### src/rtl/fsk_pkg.sv
// Shared definitions for the FSK modulator/demodulator pair: level-tracking
// states and the default signal-chain constants.
package fsk_pkg;

  // Hysteresis level tracker: ACQ until the signal is first seen low.
  typedef enum logic [1:0] {
    ACQ   = 2'd0,
    BELOW = 2'd1,
    ABOVE = 2'd2
  } lvl_state_t;

  localparam int FSK_DW      = 11;    // sample width, offset-binary
  localparam int FSK_CW      = 12;    // period / symbol / vote counter width
  localparam int FSK_MID     = 1024;  // zero-crossing level
  localparam int FSK_HYST    = 64;    // hysteresis half-width
  localparam int FSK_PER_TH  = 96;    // periods below this are the high tone
  localparam int FSK_SYM_LEN = 2048;  // clk cycles per symbol
  localparam int FSK_MAX_PER = 4095;  // period timeout

endpackage

### src/rtl/fsk_zc_demod_if.sv
// Sample-in / recovered-bit-out bundle of the FSK zero-crossing demodulator.
interface fsk_zc_demod_if
  import fsk_pkg::*;
#(
  parameter int DW = FSK_DW,
  parameter int CW = FSK_CW
);
  logic          en;
  logic [DW-1:0] din;
  logic          code_out;
  logic          code_valid;
  logic [CW-1:0] period;
  logic          per_valid;
  logic          carrier_lost;

  // master drives samples and consumes the recovered stream
  modport master (
    output en, din,
    input  code_out, code_valid, period, per_valid, carrier_lost
  );

  // slave is the demodulator itself
  modport slave (
    input  en, din,
    output code_out, code_valid, period, per_valid, carrier_lost
  );
endinterface

### src/rtl/fsk_zc_detect.sv
// Rising zero-crossing detector with hysteresis and carrier period counter.
// Also exports the raw measurement combinationally so the voter can act on
// the same edge that publishes the registered period.
module fsk_zc_detect
  import fsk_pkg::*;
#(
  parameter int DW      = FSK_DW,
  parameter int CW      = FSK_CW,
  parameter int MID     = FSK_MID,
  parameter int HYST    = FSK_HYST,
  parameter int MAX_PER = FSK_MAX_PER
) (
  input  logic          clk,
  input  logic          rst_n,
  input  logic          en,
  input  logic [DW-1:0] din,
  output logic [CW-1:0] period,
  output logic          per_valid,
  output logic          carrier_lost,
  output logic          meas_stb,
  output logic [CW-1:0] meas_len
);
  localparam logic [DW-1:0] HI_TH   = DW'(MID + HYST);
  localparam logic [DW-1:0] LO_TH   = DW'(MID - HYST);
  localparam logic [CW-1:0] MAX_CNT = CW'(MAX_PER);
  localparam logic [CW-1:0] ONE     = CW'(1);

  lvl_state_t    state_reg, state_next;
  logic [CW-1:0] cnt_reg;
  logic          have_edge_reg;
  logic [CW-1:0] period_reg;
  logic          per_valid_reg;
  logic          lost_reg;
  logic          is_low, is_high, rise;

  assign is_low  = (din < LO_TH);
  assign is_high = (din > HI_TH);

  // level state register, frozen while disabled
  always_ff @(posedge clk or negedge rst_n) begin
    if (!rst_n)  state_reg <= ACQ;
    else if (en) state_reg <= state_next;
  end

  // level transitions; in-band samples never move the state
  always_comb begin
    state_next = state_reg;
    case (state_reg)
      ACQ:     if (is_low)  state_next = BELOW;
      BELOW:   if (is_high) state_next = ABOVE;
      ABOVE:   if (is_low)  state_next = BELOW;
      default: state_next = ACQ;
    endcase
  end

  // crossing decode: only a genuine period (previous edge, no timeout) is a measurement
  always_comb begin
    rise     = (state_reg == BELOW) && is_high;
    meas_stb = en && rise && have_edge_reg && (cnt_reg < MAX_CNT);
    meas_len = cnt_reg;
  end

  // period counter, carrier supervision and published period
  always_ff @(posedge clk or negedge rst_n) begin
    if (!rst_n) begin
      cnt_reg       <= '0;
      have_edge_reg <= 1'b0;
      period_reg    <= '0;
      per_valid_reg <= 1'b0;
      lost_reg      <= 1'b1;
    end else if (!en) begin
      per_valid_reg <= 1'b0;
    end else begin
      per_valid_reg <= meas_stb;
      if (rise) begin
        // the crossing sample itself is count 1 of the next period
        cnt_reg       <= ONE;
        have_edge_reg <= 1'b1;
        if (meas_stb) begin
          period_reg <= cnt_reg;
          lost_reg   <= 1'b0;
        end else if (cnt_reg == MAX_CNT) begin
          lost_reg <= 1'b1;
        end
      end else if (cnt_reg == MAX_CNT) begin
        // timed out: the next crossing only re-arms the measurement
        lost_reg      <= 1'b1;
        have_edge_reg <= 1'b0;
      end else begin
        cnt_reg <= cnt_reg + ONE;
      end
    end
  end

  assign period       = period_reg;
  assign per_valid    = per_valid_reg;
  assign carrier_lost = lost_reg;

endmodule

### src/rtl/fsk_zc_demod.sv
// FSK zero-crossing demodulator: per-period tone votes are majority-combined
// over a symbol window; a change of tone re-aligns the window to that period.
module fsk_zc_demod
  import fsk_pkg::*;
#(
  parameter int DW      = FSK_DW,
  parameter int CW      = FSK_CW,
  parameter int MID     = FSK_MID,
  parameter int HYST    = FSK_HYST,
  parameter int PER_TH  = FSK_PER_TH,
  parameter int SYM_LEN = FSK_SYM_LEN,
  parameter int MAX_PER = FSK_MAX_PER
) (
  input  logic           clk,
  input  logic           rst_n,
  fsk_zc_demod_if.slave  bus
);
  localparam logic [CW-1:0] TH_CNT   = CW'(PER_TH);
  localparam logic [CW-1:0] LAST_SYM = CW'(SYM_LEN - 1);
  localparam logic [CW-1:0] ONE      = CW'(1);

  logic          meas_stb;
  logic [CW-1:0] meas_len;
  logic [CW-1:0] sym_cnt_reg;
  logic [CW-1:0] votes1_reg, votes0_reg;
  logic [CW-1:0] votes1_sum, votes0_sum;
  logic          prev_vote_reg;
  logic          code_out_reg, code_valid_reg;
  logic          vote, resync, boundary;

  fsk_zc_detect #(
    .DW(DW), .CW(CW), .MID(MID), .HYST(HYST), .MAX_PER(MAX_PER)
  ) u_detect (
    .clk          (clk),
    .rst_n        (rst_n),
    .en           (bus.en),
    .din          (bus.din),
    .period       (bus.period),
    .per_valid    (bus.per_valid),
    .carrier_lost (bus.carrier_lost),
    .meas_stb     (meas_stb),
    .meas_len     (meas_len)
  );

  // classify the current period and fold it into saturating vote tallies
  always_comb begin
    vote       = (meas_len < TH_CNT);
    resync     = meas_stb && (vote != prev_vote_reg);
    boundary   = bus.en && (sym_cnt_reg == LAST_SYM) && !resync;
    votes1_sum = votes1_reg;
    votes0_sum = votes0_reg;
    if (meas_stb && vote && !(&votes1_reg))   votes1_sum = votes1_reg + ONE;
    if (meas_stb && !vote && !(&votes0_reg))  votes0_sum = votes0_reg + ONE;
  end

  // symbol timing, resync and the per-symbol decision
  always_ff @(posedge clk or negedge rst_n) begin
    if (!rst_n) begin
      sym_cnt_reg    <= '0;
      votes1_reg     <= '0;
      votes0_reg     <= '0;
      prev_vote_reg  <= 1'b0;  // no tone seen yet counts as low tone
      code_out_reg   <= 1'b0;
      code_valid_reg <= 1'b0;
    end else if (!bus.en) begin
      code_valid_reg <= 1'b0;
    end else begin
      code_valid_reg <= boundary;
      if (meas_stb) prev_vote_reg <= vote;
      if (resync) begin
        // tone change marks a symbol start: restart the window with this vote
        sym_cnt_reg <= '0;
        votes1_reg  <= vote ? ONE : '0;
        votes0_reg  <= vote ? '0 : ONE;
      end else if (boundary) begin
        sym_cnt_reg <= '0;
        votes1_reg  <= '0;
        votes0_reg  <= '0;
        if (votes1_sum > votes0_sum)      code_out_reg <= 1'b1;
        else if (votes0_sum > votes1_sum) code_out_reg <= 1'b0;
      end else begin
        sym_cnt_reg <= sym_cnt_reg + ONE;
        votes1_reg  <= votes1_sum;
        votes0_reg  <= votes0_sum;
      end
    end
  end

  assign bus.code_out   = code_out_reg;
  assign bus.code_valid = code_valid_reg;

endmodule

### src/flat_wrapper.sv
// flat-port wrapper written by rule: the top's interface ports become plain ports
module fsk_zc_demod_flat import fsk_pkg::*;
#(
  parameter int DW      = FSK_DW,
  parameter int CW      = FSK_CW,
  parameter int MID     = FSK_MID,
  parameter int HYST    = FSK_HYST,
  parameter int PER_TH  = FSK_PER_TH,
  parameter int SYM_LEN = FSK_SYM_LEN,
  parameter int MAX_PER = FSK_MAX_PER
)
  (clk, rst_n, bus_en, bus_din, bus_code_out, bus_code_valid, bus_period, bus_per_valid, bus_carrier_lost);
  fsk_zc_demod_if #(.DW(DW), .CW(CW)) bus_i ();
  input  logic clk;
  input  logic rst_n;
  input wire logic [$bits(bus_i.en)-1:0] bus_en;
  input wire logic [$bits(bus_i.din)-1:0] bus_din;
  output wire logic [$bits(bus_i.code_out)-1:0] bus_code_out;
  output wire logic [$bits(bus_i.code_valid)-1:0] bus_code_valid;
  output wire logic [$bits(bus_i.period)-1:0] bus_period;
  output wire logic [$bits(bus_i.per_valid)-1:0] bus_per_valid;
  output wire logic [$bits(bus_i.carrier_lost)-1:0] bus_carrier_lost;
  assign bus_i.en = bus_en;
  assign bus_i.din = bus_din;
  assign bus_code_out = bus_i.code_out;
  assign bus_code_valid = bus_i.code_valid;
  assign bus_period = bus_i.period;
  assign bus_per_valid = bus_i.per_valid;
  assign bus_carrier_lost = bus_i.carrier_lost;
  fsk_zc_demod #(.DW(DW), .CW(CW), .MID(MID), .HYST(HYST), .PER_TH(PER_TH), .SYM_LEN(SYM_LEN), .MAX_PER(MAX_PER)) u_core (.clk(clk), .rst_n(rst_n), .bus(bus_i));
endmodule
### config.mk
export PLATFORM = sky130hd
export DESIGN_NAME = fsk_zc_demod_flat
export DESIGN_NICKNAME = d
export VERILOG_FILES = /design/src/rtl/fsk_pkg.sv /design/src/rtl/fsk_zc_demod_if.sv /design/src/rtl/fsk_zc_detect.sv /design/src/rtl/fsk_zc_demod.sv /design/src/flat_wrapper.sv
export SDC_FILE = /design/constraint.sdc
export NUM_CORES = 1
export LEC_CHECK = 0
export CORE_ASPECT_RATIO = 0.7
export CORE_UTILIZATION = 35
export CTS_CLUSTER_DIAMETER = 200
export DETAILED_ROUTE_END_ITERATION = 6
export PLACE_DENSITY = 0.48
export SYNTH_ARGS = -nofsm -noshare
export SYNTH_HDL_FRONTEND = slang
export SYNTH_HIERARCHICAL = 1
export SYNTH_SLANG_ARGS = --single-unit
### constraint.sdc
create_clock -name clk -period 9.2 [get_ports clk]
set_clock_uncertainty 0.2 [all_clocks]
set_input_delay 1.84 -clock clk [delete_from_list [all_inputs] [get_ports clk]]
set_output_delay 1.84 -clock clk [all_outputs]
set_load 0.02 [all_outputs]
[After elaboration in Yosys (flattened, before gate mapping)]
Cells that the tools add are included.
Storage, ports and cells
  output and inout bits: 16
  bits in registers: 68
  bits of input ports: 14
  word-level logic and storage cells: 82
Operators by class
  $lt $le $gt $ge: 6
  bitwise operators: 1
  reduce and logical (&&, ||, !) cells: 27
  equal/unequal tests: 8
  add/sub/neg operators: 4
  muxes and demuxes: 24
Operators with widths (number)
  $mux W12: 10
  $add A12 B1 Y12 const B: 4
  $gt A12 B12 Y1: 2
  $reduce_and A12 Y1: 2
  $eq A12 B11 Y1 const B: 1
  $eq A12 B12 Y1 const B: 1
  $lt A12 B12 Y1 const B: 1
  $lt A12 B7 Y1 const B: 1
  $gt A11 B11 Y1 const B: 1
  $logic_and A1 B1 Y1: 11
  $lt A11 B10 Y1 const B: 1
  $mux W1: 11
  $reduce_and A2 Y1: 3
  $reduce_and A3 Y1: 2
  $logic_not A1 Y1: 4
  $mux W2: 2
  $ne A2 B2 Y1 const B: 2
  $pmux W2 S2: 1
  $reduce_and A4 Y1: 1
  $reduce_bool A2 Y1: 2
  $eq A2 B1 Y1 const B: 1
  $eq A2 B2 Y1 const B: 1
  $logic_not A2 Y1: 1
  $ne A2 B1 Y1 const B: 1
  3 further kinds: 3

[Longest topological paths before layout]
  depth after elaboration: 11
  depth in mapped cells: 17
  mapped depth without buffers: 15

[Cells and area by module]
Netlist, hierarchy kept.
Modules (own cells, without submodules)
  fsk_zc_demod: area an instance 2847.7 µm², cells an instance 314, sequential area each 975.9 µm², instances 1
  fsk_zc_detect: area an instance 1457.6 µm², cells an instance 129, sequential area each 726.9 µm², instances 1

[Least setup slack after synthesis]
No wires, ideal clock.
  path kind: input to register
  start: in bus_din[0]
  end: reg u_core.code_out_reg, in the netlist u_core/bus.code_out
  slack: 4.058 ns
  stages on the path: 17
  arrival: 4.877 ns
  setup time: 0.066 ns
  path through: nor2_1 -> a311o_1 -> nand2_2 -> and3_4 -> buf_6 -> buf_12 -> inv_1 -> a21oi_1 -> o21a_1 -> buf_6 -> mux2_4 -> ha_1 -> nor2b_1 -> o211ai_1 -> a211oi_1 -> a2111oi_0 -> a22o_1
On the way
  cells in the longest elaborated chain, start to end: 11
Ends and longest elaborated chain
  from (decl): line flat_wrapper.sv:17  | input wire logic [$bits(bus_i.din)-1:0] bus_din;
  $gt A11 B11 Y1 (*): line fsk_zc_detect.sv:37  | assign is_high = (din > HI_TH);
  $logic_and A1 B1 Y1 (*): line fsk_zc_detect.sv:58  | rise = (state_reg == BELOW) && is_high;
  $logic_and A1 B1 Y1 (*) (3 in a row): line fsk_zc_detect.sv:59  | meas_stb = en && rise && have_edge_reg && (cnt_reg < MAX_CNT);
  via u_core.meas_stb: line fsk_zc_demod.sv:22  | logic meas_stb;
  $logic_and A1 B1 Y1, on equally long branches (2 in a row): line fsk_zc_demod.sv:53, fsk_zc_demod.sv:52
  $mux W12, on equally long branches: line fsk_zc_demod.sv:53, fsk_zc_demod.sv:52
  $gt A12 B12 Y1, on equally long branches: line fsk_zc_demod.sv:80, fsk_zc_demod.sv:79
  $reduce_bool A2 Y1 (no line)
  $reduce_and A4 Y1 (no line)
  to (signal assigned): line fsk_zc_demod.sv:63  | code_out_reg <= 1'b0;
  to (signal assigned): line fsk_zc_demod.sv:79  | if (votes1_sum > votes0_sum) code_out_reg <= 1'b1;
  to (signal assigned): line fsk_zc_demod.sv:80  | else if (votes0_sum > votes1_sum) code_out_reg <= 1'b0;
  to (decl): line fsk_zc_demod.sv:28  | logic code_out_reg, code_valid_reg;
The timed path passes the listed nets; every way through them passes the cells marked *.
A chain may end at the register's enable or synchronous reset.

[Final worst setup path]
  start: in bus_en
  end: reg u_core.code_out_reg, in the netlist u_core/bus.code_out
On the way
  cells in the longest elaborated chain, start to end: 9
Ends and longest elaborated chain
  from (decl): line flat_wrapper.sv:16  | input wire logic [$bits(bus_i.en)-1:0] bus_en;
  $logic_and A1 B1 Y1 (*) (3 in a row): line fsk_zc_detect.sv:59
  via u_core.meas_stb: line fsk_zc_demod.sv:22
  $logic_and A1 B1 Y1, on equally long branches (2 in a row): line fsk_zc_demod.sv:53, fsk_zc_demod.sv:52
  $mux W12, on equally long branches: line fsk_zc_demod.sv:53, fsk_zc_demod.sv:52
  $gt A12 B12 Y1, on equally long branches: line fsk_zc_demod.sv:80, fsk_zc_demod.sv:79
  $reduce_bool A2 Y1 (no line)
  $reduce_and A4 Y1 (no line)
Marked as above.

==> impl_metrics.yaml <==
run_status:
  status: "complete, no violations"
sta:
  fin_crit_sh_pct: 70.04
  slew_violations: 0
  finalSetupTns_ns: 0
  fmax_ghz: 0.1552
  finalCriticalPeriod_ns: 6.444
  hold_viol: 0
  rsz0062_at_grt: "false"
  worstMarginPinSlew_ns: 0.8848
  slew_headroom_pct: 41.01
  setup_viol: 0
yosys:
  synth_xor_area_share_pct: 5.696
  synthMuxAreaShare_pct: 5.115
  yosys.area_share.simple_pct: 22.70
  synthTopCellsByCount: "dfrtp_1 (67), nand2_1 (31), nand3_1 (27)"
  synth_area_per_cell_um2: 9.719
  synth.most_common_cell: "dfrtp_1"
  synth_compound_area_share_pct: 17.81
  synth_adder_area_share_pct: 4.650
  netlist-cell-type-count: 67
  syn_inst: 443
  synth_top_family_by_area: "simple AND/OR/NAND/NOR gates"
  synth_seq_area_share_pct: 39.55
  yosys_warnings: 6
  synth_fp_nets: 473
  syn-cell-area_um2: 4305
  synth_area_leaders: "dfrtp_1 (39%), ha_1 (4.6%), xnor2_1 (3.7%)"
  ys.flop_type: "dfrtp_1"
  yosysTopAreaCell: "dfrtp_1"
  ys_async_sr_fraction_pct: 100.0
  synth_top_area_share_pct: 38.94
  synth-edff-count: 0
  synth_seq_cells: 68
place:
  hpwl_mm: 6.974
  gp_congestion: 0.8290
  portBuffers: 29
critical_path:
  critPathRequiredTime_ns: 9.27
  reg2reg_to: "u_core/bus.code_out"
  rrSetupSlack_ns: 4.81
  reg2reg_depth: 14
  critPathSlowestCell: "a21oi_1"
  r2r_start: "u_core/u_detect/state_reg[1]"
  slowest_delay_ns: 0.49
  cp-start-kind: "input pin"
  path_max_fanout: 52
  arrival_ns: 6.51
  path_cells: "clkdlybuf4s50_1, buf_4, nand2_1, a311o_1, nand2_2, and3_4, inv_1, a21oi_1, o21a_1, mux2_4, ha_1, nor2b_1, o211ai_1, a211oi_1, a2111oi_0, a22o_1"
  crit_type: "in -> reg"
  endpoint_kind: "flop"
power:
  pwr-share-clk_pct: 35.9
  p_sw_share_pct: 32.30
  total_leakage_power_nw: 2.106
  ir_drop_v: 0.0001024
  pwr-share-seq_pct: 40.4
  p_int_w: 0.0006606
  p_sw_w: 0.0003151
  power-per-cell-area_nw_per_um2: 197.0
  p_comb_share_pct: 23.7
floorplan:
  die_w_um: 134.6
  rows: 33
  core_area_um2: 11850
  die_h_um: 94.80
  ios: 30
  dieArea_um2: 12760
  start_util_pct: 36.33
clocking:
  cts_setup_buffers: 0
  clock-sinks: 68
  clkTransAtPathRegs_ns: 0.06
  htreeDepth: 3
  clock_latency_ns: 0.33
  numCtsBuffers: 9
  cts_hold_buf: 0
  cts_resized: 0
  cts.path.max_buffers: 2
  cts_tree: "yes"
  cts-root-buf: "clkbuf_16"
drt:
  vias: 3404
  antenna_left: 0
  viasPerCell: 5.464
  dr.pass1.iters: 4
  route.final.wire_length_mm: 10.17
  wl_per_cell_um: 16.32
  drt_iter0_drc: 222
  route.detailed.drc: 0
finish:
  final_util_pct: 41.80
  drive_gt1_share_pct: 12.02
  antenna_cells: 0
  nets: 491
  syn2layout_area_growth_pct: 15.05
global_route:
  antenna_found_initial: 0
  track_usage_pct: 17.30
  grt_pass1_wl_mm: 16.82
  grt_pass1_vias: 3192
  grt_max_degree: 69
  grt_overflow: 0
hold_path:
  min_path_cells: 2
  hp-start: "u_core/u_detect/carrier_lost"
  hold_path.class: "reg -> reg"
  worstHoldEndpoint: "u_core/u_detect/carrier_lost"
run:
  cap_violations: 0
per-layer routing:
layer / up-vias / GRT usage, % / part of all wire (%)
li1: 1709 / - / -
met1: 1632 / 26.58 / 57
met2: 56 / 23.10 / 38
met3: 7 / 4.616 / 3.8
met4: 0 / 4.775 / 0.85
met5: - / 0 / 0
cell families (layout without fill, tap and decap cells):
group | Yosys count | after routing
compound gates | 114 | 114
xor+xnor | 28 | 28
fa+ha+maj | 16 | 16
buf+inv | 33 | 56
flops | 68 | 68
mux | 17 | 17
simple gates | 167 | 167
cell type report:
class	count	area [µm²]
Timing Repair Buffer	32	307.8
Inverter	8	30.03
Multi-Input combinational cell	342	2416
Sequential cell	68	1703
Fill cell	1152	6897
Clock inverter	7	75.07
Clock buffer	9	225.2
Tap cell	157	196.4
power groups by stage:
stage / Combinational (W) / Clock [W] / Sequential (W)
2_1_floorplan: 0.000164 / 0 / 0.000397
3_3_place_gp: 0.000232 / 0 / 0.000398
3_5_place_dp: 0.000232 / 0 / 0.000398
4_1_cts: 0.000233 / 0.000361 / 0.000393
5_1_grt: 0.000259 / 0.000373 / 0.000402
6_report: 0.000231 / 0.000350 / 0.000395
per-stage QoR:
stage	area, µm²	instances	total power (W)	hold slack (ns)	worst slack, ns
floorplan	4305	443	0.0005613	0.2735	4.058
global placement	4653	607	0.0006298	0.2835	2.540
detailed placement	4653	607	0.0006296	0.2821	2.430
CTS	4954	623	0.0009865	0.2916	2.803
global route	4954	623	0.001034	0.2985	2.355
finish	4954	623	0.0009757	0.2919	2.756
worst max path at each step:
stage / cells after the start / end / start / slack [ns]
floorplan: 17 / u_core/bus.code_out / bus_din[0] / 4.06
global placement: 16 / u_core/bus.code_out / bus_en / 2.54
detailed placement: 16 / u_core/bus.code_out / bus_en / 2.43
CTS: 16 / u_core/bus.code_out / bus_en / 2.80
global route: 16 / u_core/bus.code_out / bus_en / 2.35
finish: 16 / u_core/bus.code_out / bus_en / 2.76
worst max-delay path, delay by kind of cell:
kind / cells / cell delay, ns
compound gates: 7 / 2.04
buf+inv: 3 / 1.05
fa+ha+maj: 1 / 0.29
mux: 1 / 0.34
simple gates: 4 / 0.92
cells in the final DEF (no fill, tap or decap), types with 2 or more instances in the layout:
master           netlist  final
nand4_1               17     17
a21oi_1               26     26
xor2_1                10     10
o21ba_2                2      2
o211ai_1               3      3
ha_1                  16     16
and3_2                 3      3
o2bb2ai_1              3      3
a31oi_1               25     25
clkinvlp_4             0      3
o21a_1                 2      2
xnor2_1               18     18
a41oi_1                3      3
dfrtp_1               67     67
or3_1                  4      4
and4_1                 4      4
and2_1                 5      5
inv_1                  8      8
nor4_1                 2      2
mux2_4                 9      9
buf_4                  5      3
a21o_1                12     12
a22o_1                 3      3
mux2_2                 4      4
nor4_2                 2      2
clkbuf_16              0      9
a211o_1                4      4
o21ai_0               17     17
o31ai_1                3      3
a211oi_1               3      3
nor2_1                23     23
nand3_1               27     27
nor3b_1                4      4
clkdlybuf4s50_1        0     28
nor3_1                 9      9
nand2b_1               4      4
inv_6                  0      2
and3_1                15     15
mux2i_1                4      4
nand2_1               31     31
Note: power is estimated with default switching activity, not from simulation.
==> edit: new RTL, config.mk and constraints unchanged <==
Compare `sym_cnt_reg` against `LAST_SYM` with >= in place of ==.
--- a/src/rtl/fsk_zc_demod.sv
+++ b/src/rtl/fsk_zc_demod.sv
@@ -46,7 +46,7 @@
   always_comb begin
     vote       = (meas_len < TH_CNT);
     resync     = meas_stb && (vote != prev_vote_reg);
-    boundary   = bus.en && (sym_cnt_reg == LAST_SYM) && !resync;
+    boundary   = bus.en && (sym_cnt_reg >= LAST_SYM) && !resync;
     votes1_sum = votes1_reg;
     votes0_sum = votes0_reg;
     if (meas_stb && vote && !(&votes1_reg))   votes1_sum = votes1_reg + ONE;
Check against the original RTL: same outputs for any inputs over 10 cycles, from zero or initial values and one cycle with rst_n low; that may be too few to reach the edited logic, so the function may still have changed.
==> edit against the original RTL <==
  * Total power rose by 3.4%
  * Core utilization grew 1.4 points
  * Die area fell by 2.9%
  * Clock power rose by 11%
  * Wire length decreased by 0.16%
  * Sequential cell count unchanged
  * Final area decreased by 1.1%
  * Synthesized cell count fell by 0.68%
  * Critical path type unchanged
  * Setup slack better by 420 ps
  * Register-to-register slack is essentially flat
  * Area after synthesis fell by 2.9%
  * Largest power group unchanged
  * Fmax is 7.0% higher
==> edit: results (changes against the original RTL) <==
[synth]
synthArstFlopShare_pct=100  ; unchanged
syn-num-nets=470  ; was 473
synthTopCellsByArea=dfrtp_1 (40%), ha_1 (4.8%), a31oi_1 (4.5%), xnor2_1 (3.6%), nand2_1 (3.2%)  ; was dfrtp_1 (39%), ha_1 (4.6%), xnor2_1 (3.7%), a31oi_1 (3.6%), mux2_4 (3.1%)
synth_seq_area_share_pct=40.7  ; was 39.6%
syn_area_per_cell_sq_um=9.50  ; was 9.72 sq um
yosys.area_share.xor_xnor_pct=6.08  ; was 5.70%
synth-adder-area-share_pct=4.79  ; was 4.65%
synth.area.mux_share_pct=4.70  ; was 5.11%
ys_warn_count=6  ; unchanged
synth-compound-area-share_pct=17.2  ; was 17.8%
synthTopCellsByCount=dfrtp_1 (67), nand2_1 (36), a31oi_1 (30)  ; was dfrtp_1 (67), nand2_1 (31), nand3_1 (27)
yosysUniqueCellTypes=65  ; was 67

[clocking]
clockBufferDepth=2  ; unchanged
cts_buffers=9  ; unchanged
clkSlewWorstSetupHoldPaths_ps=60  ; about the same
post_cts.repair.setup_buffers=0  ; unchanged
htreeDepth=3  ; unchanged
cts-root-buf=clkbuf_16  ; unchanged
cts_resized=0  ; unchanged

[global_routing]
use_met2_pct=24.2  ; was 23.1%
antenna_found_initial=0  ; unchanged
first_global_vias=3284  ; was 3,192
grt_usage_pct=18.1  ; was 17.3%
grt_max_degree=69  ; unchanged
grtUsageMet1_pct=28.1  ; was 26.6%
grt_pass1_wl_um=17200  ; was 16,800 um
global_route.usage.met3_pct=4.55  ; was 4.62%

[place]
gp_congestion=0.769  ; was 0.829
dpl.cell_count=602  ; was 607
hpwlAfterDp_um=7000  ; was 6970 um
io_buffers=29  ; unchanged
place_ws_ps=2790  ; was 2430 ps
post_dp_cell_area_sq_mm=0.00456  ; was 0.00465 sq mm

[run_status]
outcome=finished, final reports clean  ; unchanged

[power]
p_clk_mw=0.387  ; was 0.350 mW
ir_drop_uv=104  ; was 102 uV
switchingPower_mw=0.299  ; was 0.315 mW
switching_share_pct=29.7  ; was 32.3%
leakage_nw=2.11  ; about the same
combPwrFrac_pct=22.8  ; was 23.7%

[detailed_routing]
routed_wl_um=10200  ; about the same
drt-pass1-iter-count=5  ; was 4
wl_met2_um=3940  ; was 3850 um
via_per_inst=5.42  ; was 5.46
drt-initial-drc-count=241  ; was 222
wl_met1_um=5790  ; was 5850 um
wl_met3_um=356  ; was 389 um

[sta]
worstMarginPinSlew_ps=883  ; was 885 ps

[finish]
drive_gt1_share_pct=11.4  ; was 12.0%
diodes=0  ; unchanged
nets=490  ; was 491
final_cells=618  ; was 623

[worst_setup_path]
arrival_ps=6070  ; was 6510 ps
reg2reg_depth=14  ; unchanged
critPathMaxFanout=53  ; was 52

[hold_path]
hold_path_class=register to register  ; unchanged
whs_path_depth=2  ; unchanged

## edit: cell types whose count changed after synthesis, sizes merged, moves of 4 or more
| cell | delta |
|---|---|
| buf | -10 |
| clkbuf | +9 |
| a21o | -5 |
| a31oi | +5 |
| and3 | -5 |
| nand2 | +5 |
| nand2b | +5 |
| inv | +4 |
## edit: worst paths after layout
path | startpoint | end | slack [ps]
setup / recovery | bus_en | u_core/bus.code_out$_DFFE_PN0P_ | 3180
hold / removal | u_core/u_detect/carrier_lost$_DFFE_PN1P_ | u_core/u_detect/carrier_lost$_DFFE_PN1P_ | 300
setup reg to reg | u_core/u_detect/state_reg[1]$_DFFE_PN0P_ | u_core/bus.code_out$_DFFE_PN0P_ | 4820
hold reg to reg | u_core/u_detect/carrier_lost$_DFFE_PN1P_ | u_core/u_detect/carrier_lost$_DFFE_PN1P_ | 300
max in group asynchronous | rst_n | u_core/votes0_reg[11]$_DFFE_PN0P_ | 6710
min in group asynchronous | rst_n | u_core/u_detect/period[5]$_DFFE_PN0P_ | 1520
## edit: layout make-up
class	instances	area (sq um)
fillers	1092	6430
multi-input cells	336	2310
flip-flops and latches	68	1700
repair buffers	33	310
clock buffers	13	270
well taps	153	191
clock inverters	3	67.6
inverters	12	45.0
## edit: critical path, stage by stage
cell and delay, ps:
buf_2 80, buf_4 450, nand2_1 100, a311o_1 370, nand2_2 240, and3_4 450, nand3_1 160, nor4_1 330
nor4b_1 500, xnor2_1 160, ha_1 330, a21oi_1 130, nor2b_1 60, o21ai_0 120, or4b_2 580, o21ai_0 150
## edit: cells by family after synthesis
| kind of cell | Yosys count |
|---|---|
| buffers and inverters | 36 |
| multiplexers | 15 |
| AO/OA/AOI/OAI | 110 |
| flip-flops | 68 |
| XOR/XNOR | 29 |
| AND/OR/NAND/NOR | 166 |
| adder cells (fa/ha/maj) | 16 |
